`src/rtl/vic_prio_pkg.sv`:
```
// Shared constants and FSM encoding for the vic_prio vectored interrupt controller.
// The optional edge-capture build is selected with the VIC_EDGE_EN macro in vic_prio.sv.
package vic_pkg;

    localparam int unsigned N_MAX  = 16;
    localparam int unsigned VW_DEF = 16;

    typedef enum logic [1:0] {
        ST_IDLE,
        ST_ACK,
        ST_HOLD
    } vic_state_e;

    // Index width, kept at least 1 bit so a single-channel build still has a port.
    function automatic int unsigned idx_w(input int unsigned n);
        return (n > 1) ? $clog2(n) : 1;
    endfunction

endpackage

```
`src/rtl/vic_prio_enc.sv`:
```
// Lowest-index-first priority encoder: reports whether any channel is pending and
// which one wins. Purely combinational.
module vic_prio_enc
    import vic_pkg::*;
#(
    parameter int unsigned N  = 3,
    parameter int unsigned IW = idx_w(N)
) (
    input  logic [N-1:0]  pend,
    output logic          any,
    output logic [IW-1:0] idx
);

    always_comb begin
        any = 1'b0;
        idx = '0;
        for (int unsigned i = 0; i < N; i++) begin
            if (pend[i] && !any) begin
                any = 1'b1;
                idx = IW'(i);
            end
        end
    end

endmodule

```
`src/rtl/vic_prio.sv`:
```
// N-channel fixed-priority vectored interrupt controller with masking and UNA reads.
// Define VIC_EDGE_EN to capture rising edges of ireq in per-channel latches; otherwise level-sensitive.
module vic_prio
    import vic_pkg::*;
#(
    parameter int unsigned N  = 3,
    parameter int unsigned VW = VW_DEF
) (
    input  logic            wb_clk_i,
    input  logic            wb_rst_n_i,
    output logic            wb_irq_o,
    output logic [VW-1:0]   wb_dat_o,
    input  logic            wb_stb_i,
    input  logic            wb_una_i,
    output logic            wb_ack_o,
    input  logic [VW-1:0]   rsel,
    input  logic [N*VW-1:0] ivec,
    input  logic [N-1:0]    ireq,
    input  logic [N-1:0]    imask,
    output logic [N-1:0]    iack
);

    localparam int unsigned IW = idx_w(N);

    vic_state_e    state_q, state_d;
    logic          irq_q, irq_d;
    logic          ack_q, ack_d;
    logic [VW-1:0] dat_q, dat_d;
    logic [N-1:0]  iack_q, iack_d;

    logic [N-1:0]  req_eff;
    logic [N-1:0]  pend;
    logic          any;
    logic [IW-1:0] idx;

`ifdef VIC_EDGE_EN
    logic [N-1:0] edge_q, edge_d;
    logic [N-1:0] ireq_q, ireq_d;

    // A fresh rising edge wins over the iack clear so a back-to-back event is not lost.
    always_comb begin
        ireq_d = ireq;
        edge_d = (edge_q & ~iack_q) | (ireq & ~ireq_q);
    end

    always_ff @(posedge wb_clk_i or negedge wb_rst_n_i) begin
        if (!wb_rst_n_i) begin
            edge_q <= '0;
            ireq_q <= '0;
        end else begin
            edge_q <= edge_d;
            ireq_q <= ireq_d;
        end
    end

    assign req_eff = edge_q;
`else
    assign req_eff = ireq;
`endif

    assign pend = req_eff & imask;

    vic_prio_enc #(
        .N  (N),
        .IW (IW)
    ) u_enc (
        .pend (pend),
        .any  (any),
        .idx  (idx)
    );

    always_comb begin
        state_d = state_q;
        irq_d   = |pend;
        ack_d   = 1'b0;
        iack_d  = '0;
        dat_d   = dat_q;
        case (state_q)
            ST_IDLE: begin
                if (wb_stb_i) begin
                    state_d = ST_ACK;
                    ack_d   = 1'b1;
                    if (wb_una_i) begin
                        dat_d = rsel;
                    end else if (any) begin
                        dat_d       = ivec[32'(idx) * VW +: VW];
                        iack_d[idx] = 1'b1;
                    end else begin
                        dat_d = '0;
                    end
                end
            end
            ST_ACK: state_d = ST_HOLD;
            ST_HOLD: begin
                if (!wb_stb_i) begin
                    state_d = ST_IDLE;
                end
            end
            default: state_d = ST_IDLE;
        endcase
    end

    always_ff @(posedge wb_clk_i or negedge wb_rst_n_i) begin
        if (!wb_rst_n_i) begin
            state_q <= ST_IDLE;
            irq_q   <= 1'b0;
            ack_q   <= 1'b0;
            dat_q   <= '0;
            iack_q  <= '0;
        end else begin
            state_q <= state_d;
            irq_q   <= irq_d;
            ack_q   <= ack_d;
            dat_q   <= dat_d;
            iack_q  <= iack_d;
        end
    end

    assign wb_irq_o = irq_q;
    assign wb_ack_o = ack_q;
    assign wb_dat_o = dat_q;
    assign iack     = iack_q;

endmodule

```
`config.mk`:
```
export PLATFORM = sky130hd
export DESIGN_NAME = vic_prio
export DESIGN_NICKNAME = d
export VERILOG_FILES = /design/src/rtl/vic_prio_pkg.sv /design/src/rtl/vic_prio_enc.sv /design/src/rtl/vic_prio.sv
export SDC_FILE = /design/constraint.sdc
export NUM_CORES = 1
export LEC_CHECK = 0
export BUFFER_PORTS_ARGS = -buffer_cell sky130_fd_sc_hd__buf_2
export CAP_MARGIN = 0
export CELL_PAD_IN_SITES_DETAIL_PLACEMENT = 2
export CELL_PAD_IN_SITES_GLOBAL_PLACEMENT = 2
export CORE_ASPECT_RATIO = 0.9
export CORE_MARGIN = 4
export CORE_UTILIZATION = 18
export CTS_CLUSTER_SIZE = 25
export DETAILED_ROUTE_END_ITERATION = 10
export GPL_ROUTABILITY_DRIVEN = 0
export HOLD_SLACK_MARGIN = 0.05
export PLACE_DENSITY_LB_ADDON = 0.1
export SETUP_SLACK_MARGIN = 0.15
export SLEW_MARGIN = 25
export SYNTH_ARGS = -nofsm -noshare
export SYNTH_HDL_FRONTEND = slang
export SYNTH_SLANG_ARGS = --single-unit
```
`constraint.sdc`:
```
create_clock -name wb_clk_i -period 1.8 [get_ports wb_clk_i]
set_clock_uncertainty 0.05 [all_clocks]
set_input_delay 0.09 -clock wb_clk_i [delete_from_list [all_inputs] [get_ports wb_clk_i]]
set_output_delay 0.09 -clock wb_clk_i [all_outputs]
set_load 0.1 [all_outputs]
```
After elaboration in Yosys (flattened, before gate mapping):

Index checks and enable logic that the tools add are counted.

* flip-flop bits (word level): 23
* output and inout bits: 21

* muxes and demuxes: 18
* order comparisons: 2
* bitwise gates (word level): 1
* reductions and logical operators: 9
* eq/ne operators: 4
* shift-type cells: 1

Operators by type and width (number)
* $shiftx A48 B7 Y16: 1
* $mux W16: 2
* $mux W3: 4
* $mux W1: 7
* $mux W2: 3
* $pmux W2 S3: 1
* $ne A2 B2 Y1 const B: 2
* $reduce_and A2 Y1: 2
* $and A3 B3 Y3: 1
* $logic_and A1 B1 Y1: 3
* $lt A2 B3 Y1 const B: 1
* $reduce_or A3 Y1: 1
* $demux W1 S2: 1
* $eq A2 B1 Y1 const B: 1
* $eq A2 B2 Y1 const B: 1
* $ge A2 B1 Y1 const B: 1
* $logic_not A1 Y1: 2
* $logic_not A2 Y1: 1

Logic depth before layout (Yosys ltp):

Gate-level depths: netlist (run 1).

* depth in word-level cells: 16
* gate-level depth with buffers: 6

Hierarchy:

Synthesis (run 1) repeated with hierarchy kept, for this count alone.

* cell total of the unflattened synthesis: 166
* area total of the unflattened synthesis: 1614.0 um2

By module, submodules not included
* vic_prio: cells each 163, area an instance 1591.5 um2, times used 1, seq. area each 575.6 um2
* vic_prio_enc: cells each 3, area an instance 22.5 um2, times used 1, seq. area each 0.0 um2

Worst setup path after synthesis (run 1):

No wires, ideal clock.

* path type: register to register
* start: register state_q[0]
* end: register dat_q[0] (netlist: wb_dat_o[0])
* period minus slack after synthesis: 1.686 ns
* required time: 1.668 ns
* stages on the path, launching flop included: 7
* path buffers: 2
* path slack: 0.114 ns
* setup time: 0.082 ns
* arrival: 1.554 ns
* cell sequence: dfrtp_1 -> or3b_1 -> buf_2 -> a311oi_4 -> buf_6 -> o21ai_1 -> o22ai_1

* cells in the longest elaborated chain, start to end: 2

Ends and longest elaborated chain
* from (decl): RTL line vic_prio.sv:25 `vic_state_e state_q, state_d;`
* from (signal assigned): RTL line vic_prio.sv:111 `state_q <= state_d;`
* $logic_not A2 Y1: RTL line vic_prio.sv:78 `case (state_q)`
* $reduce_and A2 Y1 (no line)
* to (signal assigned): RTL line vic_prio.sv:114 `dat_q <= dat_d;`
* to (decl): RTL line vic_prio.sv:28 `logic [VW-1:0] dat_q, dat_d;`

Every way passes these cells.
A chain may end at the register's enable or synchronous reset.

Worst setup path after layout (run 1):

* start: register state_q[1]
* end: register dat_q[2] (netlist: wb_dat_o[2])

The elaborated chain is that of the path after synthesis.

==> flow_summary.toml, run 1 <==
[synthesis]
yosysMostFrequentCell = "dfrtp_1"
synth.top_cell.area_share = 0.4449
syn_area_per_cell_sq_um = 8.625
yosysTopAreaCell = "dfrtp_1"
yosysUniqueCellTypes = 22
syn_area_sq_um = 1294
ys_ff_latch = 23
synthArstFlopShare = 1.000
syn-instance-count = 150
yosys_warnings = 0
synth_area_leaders = "dfrtp_1, a211oi_1, and3_1"
ys.flop_type = "dfrtp_1"
synth_edf_count = 0
ys_seq_area_frac = 0.4449
synth_nets = 224

[setup_path]
cp_slowest_cell = "dfrtp_1"
critPathLaunchType = "flop"
path_delay_family = "compound AO/OA/AOI/OAI gates"
required_ns = 1.94
setup.worst_path.class = "flop to flop"
crit_path_end_kind = "flop"
r2r_slack_ns = 0.16
crit_chain = "or3b_4 -> a311oi_4 -> buf_4 -> o21ai_1 -> o22ai_1"
cpPeakStageDelay_ns = 0.40
critPathMaxFanout = 6
worstPathArrival_ns = 1.77
critPathBufInv = 1

[power]
p_sw_frac = 0.6192
pwr-share-comb = 0.667
power.density_nw_per_um2 = 1687
p_int_w = 0.001342
clkPwrFrac = 0.094
finalPower_w = 0.003523
ir_drop_mv = 0.5465
netSwitchingPower_w = 0.002182
p_seq_frac = 0.239
p_leak_nw = 1.034

[timing]
period_share = 0.9085
hold_viol = 0
finalCriticalPeriod_ns = 1.635
whs_ns = 0.05748
fmax_mhz = 611.5
final_max_slew_viol_count = 0
relSlewSlack = 0.6082
max_slew.worst_pin.slew_ns = 0.5877
setup_viol = 0
final.setup.tns_ns = 0
rsz0062_at_grt = "true"

[die]
rows = 29
core_sq_um = 7003
chipWidth_um = 97.37
dieHeight_um = 88.43
die_area_sq_um = 8610
ios = 95
start_util = 0.1847

[layout]
diodes = 0
nFillCells = 853
register_area_sq_um = 575.6
nets = 334
multiInputGateArea_sq_um = 651.9
drive_gt1_frac = 0.4479
fin_util = 0.2982
syn_to_final_growth_pct = 61.41
postLayoutCellArea_sq_um = 2088

[global_route]
grtUsageTotal = 0.1484
grt_pass1_wl_um = 10050
antenna_found_initial = 0
grt_max_degree = 24
grt-ovfl-total = 0
grt_pass1_vias = 1905

[drt]
drt-pass1-iter-count = 3
dr_total_vias = 1616
postRouteAntennaNets = 0
wire_per_inst_um = 17.70
wl_um = 6232
routed_via_density = 4.591
drtIter0Drc = 26
drc = 0

[run]
maxCapViolCount = 0

[run_status]
status = "completed"

[clocking]
cts_tree = "done"
root_buffer = "clkbuf_8"
clockBufferDepth = 2
htreeDepth = 1
clk_pin_slew_ns = 0.09
clock_latency_ns = 0.27
cts_buffers = 3
cts.sink_count = 23

[place]
placed_cell_area_sq_um = 1917
io_buffer_count = 94
post-dp-hpwl_um = 4716

[worst_hold_path]
hp-class = "primary input to flop"
## power groups by stage
stage               clock, W  sequential [W]  combinational (W)
floorplan                  0         0.00226           0.000419
global placement           0        0.000852            0.00231
detailed placement         0        0.000852            0.00233
CTS                 0.000354        0.000844            0.00236
global route        0.000377        0.000868            0.00249
finish              0.000332        0.000842            0.00235
## registers in the layout, summed over array words and instances (netlist names)
name and count:
state_q 2, wb_ack_o 1, wb_irq_o 1, wb_dat_o 16, iack 3
## path summary, 6_finish.rpt
check / start / endpoint / cells past startpoint
worst min register to register: state_q[1] / state_q[1] / 1
worst max register to register: state_q[1] / wb_dat_o[2] / 5
min in group asynchronous: wb_rst_n_i / wb_dat_o[10] / 2
max in group asynchronous: wb_rst_n_i / wb_irq_o / 2
worst max-delay path: state_q[1] / wb_dat_o[2] / 5
worst min-delay path: rsel[10] / wb_dat_o[10] / 3
## cell families (layout without fill, tap and decap cells)
kind of cell	count (synthesis)	count (layout)	share of synthesized area
multiplexers	1	1	0.007737
AO/OA/AOI/OAI	65	65	0.3143
flip-flops	23	23	0.4449
buffers and inverters	16	125	0.05318
AND/OR/NAND/NOR	45	45	0.1799
## worst reg2reg max path, stage by stage (launching register included)
cell and delay (ns):
dfrtp_1 0.40, or3b_4 0.40, a311oi_4 0.27, buf_4 0.21
o21ai_1 0.07, o22ai_1 0.16
## per-layer routing
layer / share of wire / GRT usage / vias up
met5: 0 / 0 / -
met4: 0.0074 / 0.03019 / 0
met3: 0.068 / 0.03861 / 4
met2: 0.48 / 0.2657 / 54
met1: 0.44 / 0.1829 / 775
li1: - / - / 783
## stage by stage
stage	std cells	setup WS (ns)
floorplan	150	0.1696
finish	352	0.1647
detailed placement	336	0.1297
global placement	336	0.1627
CTS	350	0.1362
global route	352	0.05086
## cell type report
class	count	share of cell area
inverter	2	0.003595
sequential	23	0.2756
multi-input combinational	111	0.3122
timing repair buffer	119	0.3307
clock buffer	3	0.01977
tap	93	0.05572
clock inverter	1	0.002397
## layout by cell type, fill, tap and decap left out, types with 2 or more instances in the layout
| master | instances |
|---|---|
| and3_1 | 16 |
| nand2_1 | 5 |
| buf_4 | 13 |
| dlygate4sd3_1 | 10 |
| buf_2 | 94 |
| buf_6 | 2 |
| o21ai_1 | 10 |
| clkbuf_8 | 3 |
| o22ai_1 | 16 |
| o21ai_0 | 6 |
| nor2_1 | 16 |
| a21oi_1 | 16 |
| nor3_1 | 3 |
| dfrtp_1 | 23 |
| a211oi_1 | 16 |
## repair_timing
| item | 4_1_cts | 5_1_grt |
|---|---|---|
| cloned | 0 | 1 |
| pin swaps | 0 | 0 |
| setup endpoints to repair | 14 | 16 |
| resized for setup | 2 | 2 |
| setup buffers | 0 | 1 |
| endpoints found under the hold margin | 32 | 0 |
| hold buffers | 10 | 0 |
Power figures use the tool's default switching activity.
==> run 2, diff against run 1 <==
Settings changed: CORE_UTILIZATION 18 to 22, SYNTH_HIERARCHICAL from default to 1.
==> run 2 against run 1 <==
Clock power fell by 5%. Register-to-register slack better by 0.22 ns. Final area increased by 10%. Sequential power up 2.9%. Worst hold slack worse by 0.0081 ns. Cell count rose by 2.3%. Synthesized area grew 25%. Critical path depth is 2 higher. Largest cell class is now multi-input gates. Non-clock buffer count fell by 8. Highest routed layer unchanged. Fmax rose by 11%.
==> flow_summary.toml, run 2 <==
[power]
p_seq_frac = 0.250
pwr-share-comb = 0.660
netSwitchingPower_w = 0.002135
p_leak_nw = 1.097
ir_drop_mv = 0.3972
clkPwrFrac = 0.091
power.density_nw_per_um2 = 1502
p_int_w = 0.001331
p_sw_frac = 0.6159

[timing]
hold_viol = 0
final.setup.tns_ns = 0
max_slew.worst_pin.slew_ns = 0.5155
period_share = 0.8217
setup_viol = 0
finalCriticalPeriod_ns = 1.479
relSlewSlack = 0.6563
fmax_mhz = 676.1
whs_ns = 0.04940
final_max_slew_viol_count = 0
rsz0062_at_grt = "false"

[setup_path]
crit_path_end_kind = "flop"
critPathMaxFanout = 31
worstPathArrival_ns = 1.56
setup.worst_path.class = "primary input to flop"
critPathLaunchType = "primary input"
required_ns = 1.88

[layout]
layout_commonest_cell = "buf_2"
largest_reg_flops = 16
nFillCells = 841
postLayoutCellArea_sq_um = 2307
drive_gt1_frac = 0.4831
syn_to_final_growth_pct = 42.95
layout_common_cells = "buf_2, dfrtp_1, nand2_1, a21oi_1, o21ai_1"
nets = 342
diodes = 0

[place]
placed_cell_area_sq_um = 2142
io_buffer_count = 94
post-dp-hpwl_um = 4548

[clocking]
clockBufferDepth = 2
clk_pin_slew_ns = 0.08
cts_tree = "done"
root_buffer = "clkbuf_8"
htreeDepth = 1
cts_resized = 0
cts.sink_count = 23
clock_latency_ns = 0.25
cts_buffers = 3

[synthesis]
synth_edf_count = 0
synth.top_cell.area_share = 0.3566
yosysMostFrequentCell = "dfrtp_1"
synth_nets = 240
syn_area_per_cell_sq_um = 9.723
ys.flop_type = "dfrtp_1"
syn-instance-count = 166
syn_area_sq_um = 1614
yosysUniqueCellTypes = 27
ys_seq_area_frac = 0.3566
ys_ff_latch = 23
synth_area_leaders = "dfrtp_1, nand2b_4, mux2_4"
yosys-top-cells-count = "dfrtp_1, a21oi_1, nand2_1, o21ai_1, a31oi_1"
yosysTopAreaCell = "dfrtp_1"
yosys_warnings = 6
synthArstFlopShare = 1.000

[global_route]
grt_pass1_wl_um = 8783
grt_pass1_vias = 1737
grt_max_degree = 32
grtUsageTotal = 0.1264
antenna_found_initial = 0
grt-ovfl-total = 0

[drt]
drtIter0Drc = 33
wire_per_inst_um = 15.51
drc = 0
wl_um = 5585
routed_via_density = 4.319
drt-pass1-iter-count = 4
dr_total_vias = 1555
postRouteAntennaNets = 0

[die]
ios = 95
chipWidth_um = 98.29
start_util = 0.2281
die_area_sq_um = 8773
core_sq_um = 7076
dieHeight_um = 89.26
rows = 29

[run_status]
status = "completed"

[run]
maxCapViolCount = 0

[worst_hold_path]
hp-class = "primary input to flop"
run 2: area by class of cell:
class	count	area, sq um	share of cell area
Multi-Input combinational cell	128	913.4	0.3959
Timing Repair Buffer	111	653.1	0.2831
Sequential cell	23	575.6	0.2495
Tap cell	93	116.4	0.05043
Clock buffer	4	45.04	0.01952
Inverter	1	3.754	0.001627
run 2: metal layers:
metal,GRT usage,wire [um],share of wire
met2,0.1872,2368,0.42
met3,0.02496,328,0.059
met5,0,0,0
met1,0.1900,2844,0.51
met4,0.02605,44,0.0079
run 2: final timing paths:
check | start | to | slack, ns | depth (start not counted)
worst max register to register | state_q[0] | wb_dat_o[7] | 0.38 | 4
worst min-delay path | rsel[7] | wb_dat_o[7] | 0.05 | 3
max in group asynchronous | wb_rst_n_i | iack[2] | 1.07 | 2
worst min register to register | state_q[0] | state_q[0] | 0.49 | 1
worst max-delay path | ireq[0] | wb_dat_o[12] | 0.32 | 7
min in group asynchronous | wb_rst_n_i | state_q[0] | 0.29 | 2
run 2: cell families (layout without fill, tap and decap cells):
group                  after synthesis  in the layout  share of synthesized area
AOI/OAI and AO/OA                   48             48                     0.1620
buffers and inverters               15            116                    0.08062
DFF                                 23             23                     0.3566
muxes                               17             17                     0.1403
and+or+nand+nor                     63             63                     0.2605
run 2: timing repair:
action                                 CTS  global route
endpoints found under the hold margin   34             0
buffers inserted                         0             0
hold buffers                            12             0
run 2: power by group through the flow:
| stage | sequential, W | clock [W] | combinational, W |
|---|---|---|---|
| global route | 0.000897 | 0.000354 | 0.00240 |
| CTS | 0.000872 | 0.000328 | 0.00231 |
| floorplan | 0.00227 | 0 | 0.000456 |
| detailed placement | 0.000882 | 0 | 0.00228 |
| finish | 0.000866 | 0.000314 | 0.00229 |
| global placement | 0.000873 | 0 | 0.00227 |
run 2: metrics by stage:
step,worst slack [ns],std cells,power [W],util
after floorplan,0.3457,166,0.002730,-
after global placement,0.07334,344,0.003143,0.3027
after detailed placement,0.04292,344,0.003165,0.3027
after CTS,0.3280,360,0.003506,0.3261
after global routing,0.2493,360,0.003653,0.3261
final,0.3209,360,0.003466,0.3261
run 2: critical path: stages:
cell and delay (ns):
buf_2 0.09, and2_1 0.19, nor3b_2 0.26, buf_12 0.24, mux2_1 0.35, o21ai_1 0.22, a31oi_1 0.12
